==> src/rtl/mem_port_arbiter_pkg.sv <==
// ---------------------------------------------------------------------------
// arb_pkg
// Shared definitions for mem_port_arbiter: the FSM state encoding, the NOP
// instruction returned on reset or on an aborted fetch, and the full-word
// byte mask used on every read.
// ---------------------------------------------------------------------------
package arb_pkg;

  // One pipeline step walks ARB -> [D_ACC] -> I_ACC -> REL -> ARB.
  typedef enum logic [1:0] {
    ARB   = 2'd0,
    D_ACC = 2'd1,
    I_ACC = 2'd2,
    REL   = 2'd3
  } arb_state_e;

  localparam logic [31:0] NOP_INST = 32'h0000_0013;  // addi x0, x0, 0
  localparam logic [3:0]  MASK_ALL = 4'hF;

endpackage : arb_pkg

==> src/rtl/mem_port_arbiter_if.sv <==
// ---------------------------------------------------------------------------
// mem_port_arbiter_if
// Single req/ack memory bus shared by fetch and data access.
//   master : the arbiter (drives req/we/adr/wdata/mask/err)
//   slave  : the memory  (drives ack/rdata)
// bus_ack is a single-cycle pulse; bus_rdata is valid alongside it.
// bus_err pulses when the arbiter abandons an access (watchdog builds only).
// ---------------------------------------------------------------------------
interface mem_port_arbiter_if #(
  parameter int ADDR_W = 32,
  parameter int DATA_W = 32
);

  logic              bus_req;
  logic              bus_we;
  logic [ADDR_W-1:0] bus_adr;
  logic [DATA_W-1:0] bus_wdata;
  logic [3:0]        bus_mask;
  logic              bus_ack;
  logic [DATA_W-1:0] bus_rdata;
  logic              bus_err;

  modport master (
    output bus_req, bus_we, bus_adr, bus_wdata, bus_mask, bus_err,
    input  bus_ack, bus_rdata
  );

  modport slave (
    input  bus_req, bus_we, bus_adr, bus_wdata, bus_mask, bus_err,
    output bus_ack, bus_rdata
  );

endinterface : mem_port_arbiter_if

==> src/rtl/mem_port_arbiter_watchdog.sv <==
// ---------------------------------------------------------------------------
// arb_watchdog
// Counts consecutive un-acked cycles of a bus access and flags a timeout on
// the TIMEOUT-th such cycle. Only built when ARB_WATCHDOG_EN is defined.
//   clk, rst  : clock, asynchronous active-low reset
//   active    : an access is being presented on the bus this cycle
//   ack       : bus completion this cycle
//   timeout   : combinational abort request for the current cycle
// The counter returns to zero whenever no access is active and whenever an
// access completes (ack or timeout), so every access starts counting at 0.
// ---------------------------------------------------------------------------
`ifdef ARB_WATCHDOG_EN
module arb_watchdog #(
  parameter int TIMEOUT = 255
) (
  input  logic clk,
  input  logic rst,
  input  logic active,
  input  logic ack,
  output logic timeout
);

  // The count never exceeds TIMEOUT-1, so TIMEOUT=255 gives an 8-bit counter.
  localparam int              CNT_W = (TIMEOUT > 1) ? $clog2(TIMEOUT) : 1;
  localparam logic [CNT_W-1:0] LIMIT = CNT_W'(TIMEOUT - 1);

  logic [CNT_W-1:0] cnt_q, cnt_d;

  assign timeout = active && !ack && (cnt_q == LIMIT);

  always_comb begin
    cnt_d = cnt_q + CNT_W'(1);
    if (!active || ack || timeout) begin
      cnt_d = '0;
    end
  end

  always_ff @(posedge clk or negedge rst) begin
    if (!rst) begin
      cnt_q <= '0;
    end else begin
      cnt_q <= cnt_d;
    end
  end

endmodule : arb_watchdog
`endif

==> src/rtl/mem_port_arbiter.sv <==
// ---------------------------------------------------------------------------
// mem_port_arbiter
// Shares one external req/ack memory port between instruction fetch and the
// MEM-stage data access. Each pipeline step is serialised as data access
// (older instruction) first, then fetch; `stall` holds the pipeline until
// both have completed and drops for exactly one cycle (REL) to advance it.
//
// Ports
//   clk, rst          clock, asynchronous active-low reset
//   if_adr            fetch address (PC)
//   inst              fetched instruction, registered (NOP after reset)
//   d_rd, d_wr        load / store request (both set = store)
//   d_adr, d_wdata    data address / store data
//   d_mask            store byte mask
//   d_rdata           load data, registered
//   stall             1 = freeze all pipeline enables
//   bus               mem_port_arbiter_if.master, all bus outputs registered
//
// Optional feature: define ARB_WATCHDOG_EN to abort any access left un-acked
// for TIMEOUT cycles; the captured value becomes 0 (NOP for a fetch),
// bus_err pulses once and the step continues as if ack had arrived. Without
// it the arbiter waits indefinitely and bus_err is tied low.
// ---------------------------------------------------------------------------
module mem_port_arbiter
  import arb_pkg::*;
#(
  parameter int ADDR_W  = 32,
  parameter int DATA_W  = 32,
  parameter int TIMEOUT = 255
) (
  input  logic              clk,
  input  logic              rst,
  input  logic [ADDR_W-1:0] if_adr,
  output logic [DATA_W-1:0] inst,
  input  logic              d_rd,
  input  logic              d_wr,
  input  logic [ADDR_W-1:0] d_adr,
  input  logic [DATA_W-1:0] d_wdata,
  input  logic [3:0]        d_mask,
  output logic [DATA_W-1:0] d_rdata,
  output logic              stall,
  mem_port_arbiter_if.master bus
);

  localparam logic [DATA_W-1:0] NOP_WORD = DATA_W'(NOP_INST);

  arb_state_e        state_q, state_d;
  // Only the fetch address and the access direction need a snapshot; the
  // data-side address/data/mask are loaded straight into the bus registers
  // on the same ARB edge and held there for the whole data access.
  logic [ADDR_W-1:0] snap_ifadr_q, snap_ifadr_d;
  logic              snap_wr_q, snap_wr_d;
  logic [DATA_W-1:0] inst_q, inst_d;
  logic [DATA_W-1:0] d_rdata_q, d_rdata_d;
  logic              bus_req_q, bus_req_d;
  logic              bus_we_q, bus_we_d;
  logic [ADDR_W-1:0] bus_adr_q, bus_adr_d;
  logic [DATA_W-1:0] bus_wdata_q, bus_wdata_d;
  logic [3:0]        bus_mask_q, bus_mask_d;

  logic timeout;   // watchdog abort for the current access cycle
  logic acc_done;  // current access finishes this cycle (ack or abort)

`ifdef ARB_WATCHDOG_EN
  logic bus_err_q, bus_err_d;

  arb_watchdog #(
    .TIMEOUT (TIMEOUT)
  ) u_watchdog (
    .clk     (clk),
    .rst     (rst),
    .active  ((state_q == D_ACC) || (state_q == I_ACC)),
    .ack     (bus.bus_ack),
    .timeout (timeout)
  );

  assign bus_err_d   = timeout;
  assign bus.bus_err = bus_err_q;
`else
  // TIMEOUT has no role without the watchdog; it is folded into a constant 0.
  assign timeout     = 1'b0 && (TIMEOUT != 0);
  assign bus.bus_err = 1'b0;
`endif

  assign acc_done = bus.bus_ack || timeout;

  // ---------------------------------------------------------------------------
  // Next-state / next-output logic
  // ---------------------------------------------------------------------------
  always_comb begin
    // NOTE: every _d signal takes its held value first, so no path through
    // the case statement can leave one unassigned and infer a latch.
    state_d      = state_q;
    snap_ifadr_d = snap_ifadr_q;
    snap_wr_d    = snap_wr_q;
    inst_d       = inst_q;
    d_rdata_d    = d_rdata_q;
    bus_req_d    = bus_req_q;
    bus_we_d     = bus_we_q;
    bus_adr_d    = bus_adr_q;
    bus_wdata_d  = bus_wdata_q;
    bus_mask_d   = bus_mask_q;

    unique case (state_q)
      ARB: begin
        snap_ifadr_d = if_adr;
        snap_wr_d    = d_wr;
        bus_req_d    = 1'b1;
        if (d_rd || d_wr) begin
          // A simultaneous load and store is treated as a store.
          state_d     = D_ACC;
          bus_we_d    = d_wr;
          bus_adr_d   = d_adr;
          bus_wdata_d = d_wr ? d_wdata : '0;
          bus_mask_d  = d_wr ? d_mask  : MASK_ALL;
        end else begin
          state_d     = I_ACC;
          bus_we_d    = 1'b0;
          bus_adr_d   = if_adr;
          bus_wdata_d = '0;
          bus_mask_d  = MASK_ALL;
        end
      end

      D_ACC: begin
        if (acc_done) begin
          if (!snap_wr_q) begin
            d_rdata_d = timeout ? '0 : bus.bus_rdata;
          end
          // Request stays high straight into the fetch with the new address.
          state_d     = I_ACC;
          bus_req_d   = 1'b1;
          bus_we_d    = 1'b0;
          bus_adr_d   = snap_ifadr_q;
          bus_wdata_d = '0;
          bus_mask_d  = MASK_ALL;
        end
      end

      I_ACC: begin
        if (acc_done) begin
          inst_d      = timeout ? NOP_WORD : bus.bus_rdata;
          state_d     = REL;
          bus_req_d   = 1'b0;
          bus_we_d    = 1'b0;
          bus_adr_d   = '0;
          bus_wdata_d = '0;
          bus_mask_d  = '0;
        end
      end

      REL: begin
        state_d = ARB;
      end

      default: begin
        state_d = ARB;
      end
    endcase
  end

  // ---------------------------------------------------------------------------
  // State and output registers
  // ---------------------------------------------------------------------------
  // NOTE: sequential state uses non-blocking assignments so every register
  // samples the pre-edge values regardless of statement order.
  always_ff @(posedge clk or negedge rst) begin
    if (!rst) begin
      state_q      <= ARB;
      snap_ifadr_q <= '0;
      snap_wr_q    <= 1'b0;
      inst_q       <= NOP_WORD;
      d_rdata_q    <= '0;
      bus_req_q    <= 1'b0;
      bus_we_q     <= 1'b0;
      bus_adr_q    <= '0;
      bus_wdata_q  <= '0;
      bus_mask_q   <= '0;
    end else begin
      state_q      <= state_d;
      snap_ifadr_q <= snap_ifadr_d;
      snap_wr_q    <= snap_wr_d;
      inst_q       <= inst_d;
      d_rdata_q    <= d_rdata_d;
      bus_req_q    <= bus_req_d;
      bus_we_q     <= bus_we_d;
      bus_adr_q    <= bus_adr_d;
      bus_wdata_q  <= bus_wdata_d;
      bus_mask_q   <= bus_mask_d;
    end
  end

`ifdef ARB_WATCHDOG_EN
  always_ff @(posedge clk or negedge rst) begin
    if (!rst) begin
      bus_err_q <= 1'b0;
    end else begin
      bus_err_q <= bus_err_d;
    end
  end
`endif

  // ---------------------------------------------------------------------------
  // Outputs
  // ---------------------------------------------------------------------------
  assign stall         = (state_q != REL);
  assign inst          = inst_q;
  assign d_rdata       = d_rdata_q;
  assign bus.bus_req   = bus_req_q;
  assign bus.bus_we    = bus_we_q;
  assign bus.bus_adr   = bus_adr_q;
  assign bus.bus_wdata = bus_wdata_q;
  assign bus.bus_mask  = bus_mask_q;

endmodule : mem_port_arbiter

==> src/flat_wrapper.sv <==
// flat-port wrapper written by rule: the top's interface ports become plain ports
module mem_port_arbiter_flat import arb_pkg::*;
#(
  parameter int ADDR_W  = 32,
  parameter int DATA_W  = 32,
  parameter int TIMEOUT = 255
)
  (clk, rst, if_adr, inst, d_rd, d_wr, d_adr, d_wdata, d_mask, d_rdata, stall, bus_bus_req, bus_bus_we, bus_bus_adr, bus_bus_wdata, bus_bus_mask, bus_bus_err, bus_bus_ack, bus_bus_rdata);
  mem_port_arbiter_if #(.ADDR_W(ADDR_W), .DATA_W(DATA_W)) bus_i ();
  input  logic clk;
  input  logic rst;
  input  logic [ADDR_W-1:0] if_adr;
  output logic [DATA_W-1:0] inst;
  input  logic d_rd;
  input  logic d_wr;
  input  logic [ADDR_W-1:0] d_adr;
  input  logic [DATA_W-1:0] d_wdata;
  input  logic [3:0] d_mask;
  output logic [DATA_W-1:0] d_rdata;
  output logic stall;
  output wire logic [$bits(bus_i.bus_req)-1:0] bus_bus_req;
  output wire logic [$bits(bus_i.bus_we)-1:0] bus_bus_we;
  output wire logic [$bits(bus_i.bus_adr)-1:0] bus_bus_adr;
  output wire logic [$bits(bus_i.bus_wdata)-1:0] bus_bus_wdata;
  output wire logic [$bits(bus_i.bus_mask)-1:0] bus_bus_mask;
  output wire logic [$bits(bus_i.bus_err)-1:0] bus_bus_err;
  input wire logic [$bits(bus_i.bus_ack)-1:0] bus_bus_ack;
  input wire logic [$bits(bus_i.bus_rdata)-1:0] bus_bus_rdata;
  assign bus_bus_req = bus_i.bus_req;
  assign bus_bus_we = bus_i.bus_we;
  assign bus_bus_adr = bus_i.bus_adr;
  assign bus_bus_wdata = bus_i.bus_wdata;
  assign bus_bus_mask = bus_i.bus_mask;
  assign bus_bus_err = bus_i.bus_err;
  assign bus_i.bus_ack = bus_bus_ack;
  assign bus_i.bus_rdata = bus_bus_rdata;
  mem_port_arbiter #(.ADDR_W(ADDR_W), .DATA_W(DATA_W), .TIMEOUT(TIMEOUT)) u_core (.clk(clk), .rst(rst), .if_adr(if_adr), .inst(inst), .d_rd(d_rd), .d_wr(d_wr), .d_adr(d_adr), .d_wdata(d_wdata), .d_mask(d_mask), .d_rdata(d_rdata), .stall(stall), .bus(bus_i));
endmodule
==> config.mk <==
export PLATFORM = sky130hd
export DESIGN_NAME = mem_port_arbiter_flat
export DESIGN_NICKNAME = d
export VERILOG_FILES = /design/src/rtl/mem_port_arbiter_pkg.sv /design/src/rtl/mem_port_arbiter_if.sv /design/src/rtl/mem_port_arbiter_watchdog.sv /design/src/rtl/mem_port_arbiter.sv /design/src/flat_wrapper.sv
export SDC_FILE = /design/constraint.sdc
export NUM_CORES = 1
export LEC_CHECK = 0
export BUFFER_PORTS_ARGS = -buffer_cell sky130_fd_sc_hd__buf_2
export CORE_MARGIN = 8
export CORE_UTILIZATION = 45
export CTS_CLUSTER_DIAMETER = 100
export DETAILED_ROUTE_END_ITERATION = 10
export GPL_TIMING_DRIVEN = 1
export PLACE_DENSITY = 0.83
export SYNTH_ARGS = -nofsm -noshare
export SYNTH_HDL_FRONTEND = slang
export SYNTH_SLANG_ARGS = --single-unit
==> constraint.sdc <==
create_clock -name clk -period 3 [get_ports clk]
set_clock_uncertainty 0.1 [all_clocks]
set_input_delay 0.45 -clock clk [delete_from_list [all_inputs] [get_ports clk]]
set_output_delay 0.45 -clock clk [all_outputs]
set_load 0.03 [all_outputs]
==> results by group <==
Power and ir drop
  • Sw Pwr: between 5 and 6 mW
  • Combinational fraction of design power: between 40% and 50%
  • Sequential Power Share: between 30% and 40%
  • Total leakage power: between 4 and 5 nW
  • Cell-internal power: ~6.7 mW
  • Power per cell area: approximately 1200 mW/mm^2
  • Net Sw Frac: 43.6%
  • Tot Pwr: 11.8 mW
  • Maximum vdd ir drop: roughly 0.52 mV
  • Clock power frac: between 10% and 20%

Synth
  • Largest cells by area after synthesis: dfrtp_1 56%, mux2_2 13%, or3b_1 3.8%
  • Synth Area per Inst: around 13 um^2
  • Mapped Area: 0.00736 mm^2
  • Number of synthesized register bits: about 170
  • Synthesis Warnings: 0
  • Sequential area share after synthesis: a little under three fifths
  • Post-Syn Instances: just under 600
  • Netlist cell types: 30
  • Cell taking the most area after synthesis: dfrtp_1
  • Yosys top cell area share: 56.4%
  • Syn Nets: about 730

Route
  • Initial DRT Pass Iterations: 4
  • Final antenna-violating net count: 0
  • DRC Markers: 0
  • Detailed router's first-iteration violation count: 306
  • Post-Route WL: ~20000 um
  • Vias: about 5700
  • Routed len/inst: approximately 19 um
  • Vias per cell: 5.36

STA
  • Final period util: between 70% and 80%
  • Max Slew Vio Count: 0
  • FMAX: around 470 MHz
  • Slew margin rel.: a little over a third
  • Setup violations, final: 0
  • Setup TNS: 0 ns
  • Final worst path period need: ~2.1 ns
  • Final Hold Viols: 0
  • Worst-margin pin slew: roughly 0.96 ns
  • PnR worst setup slack: 0.868 ns
  • RSZ-0062 raised after global routing: no
  • Min Hold Slack: between 0.1 and 0.15 ns

Clock tree
  • CTS tree: done
  • # resized after CTS: 0
  • Max H-tree Level: 4
  • Clock Tree Buf Depth: 2
  • CTS sink cnt: around 170
  • Clk Latency, worst-skew pair: 0.41 ns
  • Root buf cell: clkbuf_16
  • CTS Buf Count: 17
  • Clock slew at reported path FFs: about 0.070 ns

GRT
  • First-pass GRT wire length: roughly 31000 um
  • Largest net degree at the start of global routing: 66
  • GRT overflow: 0
  • Global router's overall resource usage: between 10% and 20%
  • Vias in the first global route: roughly 6000
  • Initial antenna violation count: 1

Critical path
  • Slowest-stage cell, CP: ha_2
  • CP Launch Type: register
  • Critical path origin: u_core.state_q[1]
  • CP Depth: 6
  • CP Cell Sequence: inv_1 > ha_2 > and2_1 > buf_4 > nand2_1 > a31oi_1
  • CP Buf/Inv Count: 2
  • CP arrival: approximately 2.4 ns
  • FF-to-FF End: u_core.bus.bus_adr[26]
  • CP Max Fanout: 32
  • CP max stage delay: around 0.54 ns
  • Delay-heaviest family, CP: adder cells
  • Reg-to-Reg Start: u_core.state_q[1]
  • Setup crit end kind: register
  • CP required: 3.23 ns
  • R2r worst-path depth: 6
  • Critical path type: reg -> reg
  • Critical Path Sink: u_core.bus.bus_adr[26]
  • Reg2Reg Setup Slack: roughly 0.87 ns

Outcome
  • Status: completed

Floorplanning
  • Die span in x: roughly 140 um
  • IO Pins: around 270
  • Starting density of the core: approximately 46%
  • Cell Rows: 46
  • Core ar.: approximately 0.016 mm^2
  • Die height: between 100 and 150 um
  • Full die area: approximately 0.021 mm^2

Final layout
  • Finished Layout Cells: roughly 1100
  • Fin util: around three fifths
  • # nets final: 982
  • Ratio of cells with drive above 1 in the final layout: approximately half
  • Final Cell Area: approximately 0.0095 mm^2
  • ANT cells: 0
  • Synth-to-layout area growth: 29.1%

Hold path
  • Hold Path Class: in -> reg

Placed design
  • # placed instances: 1036
  • Hpwl dp: between 10000 and 15000 um
  • Post-DP Area: between 0.008 and 0.009 mm^2
  • IO Port Bufs: ~270
  • Pre-CTS WS: between 0.9 and 1 ns
  • Placer congestion estimate: 0.761

Job
  • Max Cap Viol: 0
## cells by family after synthesis
family,after synthesis,share of synthesized area [%]
AOI/OAI and AO/OA,179,16.5
DFF,169,57.5
and+or+nand+nor,76,6.20
other,1,0.0509
adders and majority gates,5,0.850
buffers and inverters,54,3.81
muxes,99,15.1
## registers in the layout, indices dropped and copies added, names as in the netlist
name	cells
u_core.bus.bus_adr	32
u_core.bus.bus_mask	4
u_core.bus.bus_req	1
u_core.bus.bus_wdata	32
u_core.bus.bus_we	1
u_core.d_rdata	32
u_core.inst	32
u_core.snap_ifadr_q	32
u_core.snap_wr_q	1
u_core.state_q	2
## power by group through the flow
stage	registers (mW)	clock network (mW)	logic, mW
3_3_place_gp	3.90	0	5.61
6_report	3.92	2.19	5.69
4_1_cts	3.92	2.23	5.75
2_1_floorplan	5.42	0	2.47
5_1_grt	4.04	2.32	6.06
3_5_place_dp	3.95	0	5.73
## synthesized netlist by cell type (all sizes together)
cell,number
clkbuf,18
a31oi,32
nand3b,1
nand2,36
buf,30
a22o,31
mux2i,2
dfrtp,166
mux2,97
dfstp,3
o22a,1
a21o,33
o21bai,1
nand2b,2
a211o,1
and2,1
a21oi,32
nor2,4
o21ai,46
ha,5
o21ba,1
o31ai,1
or3b,32
conb,1
inv,6
## how the worst min path moves through the flow
stage,startpoint,endpoint,cells past startpoint
global placement,rst,u_core.snap_ifadr_q[11],1
detailed placement,rst,u_core.snap_ifadr_q[11],1
CTS,d_wdata[12],u_core.bus.bus_wdata[12],2
finish,d_wdata[16],u_core.bus.bus_wdata[16],2
global route,d_wdata[14],u_core.bus.bus_wdata[14],2
floorplan,rst,u_core.bus.bus_adr[0],0
## layer usage
layer | GRT usage (%) | routed length, um | up-vias
li1 | - | - | 2631
met1 | 22.5 | 7880 | 2839
met2 | 34.7 | 10500 | 231
met3 | 4.81 | 1810 | 25
met4 | 6.14 | 261 | 2
met5 | 0 | 13 | -
## layout by cell type, fill, tap and decap left out, types with 22 or more instances in the layout
master   synthesis  layout
a31oi_1         22      22
dfrtp_1        166     166
buf_2           23     270
or3b_1          32      32
nand2_1         36      36
a22o_1          31      31
mux2_2          82      82
o21ai_0         45      45
a21oi_1         32      32
a21o_1          33      33
## cell type report
cell class	instances	area [um^2]
sequential	169	4230
fill	1306	6430
multi-input combinational	360	2870
timing repair buffer	286	1520
clock buffer	18	429
inverter	6	22.5
clock inverter	14	168
tap	216	270
## what timing repair did
item	4_1_cts	5_1_grt
buffers inserted	0	0
endpoints found under the setup margin	0	0
hold buffers	1	0
hold endpoints to repair	51	0
Note: power is estimated with default switching activity, not from simulation.
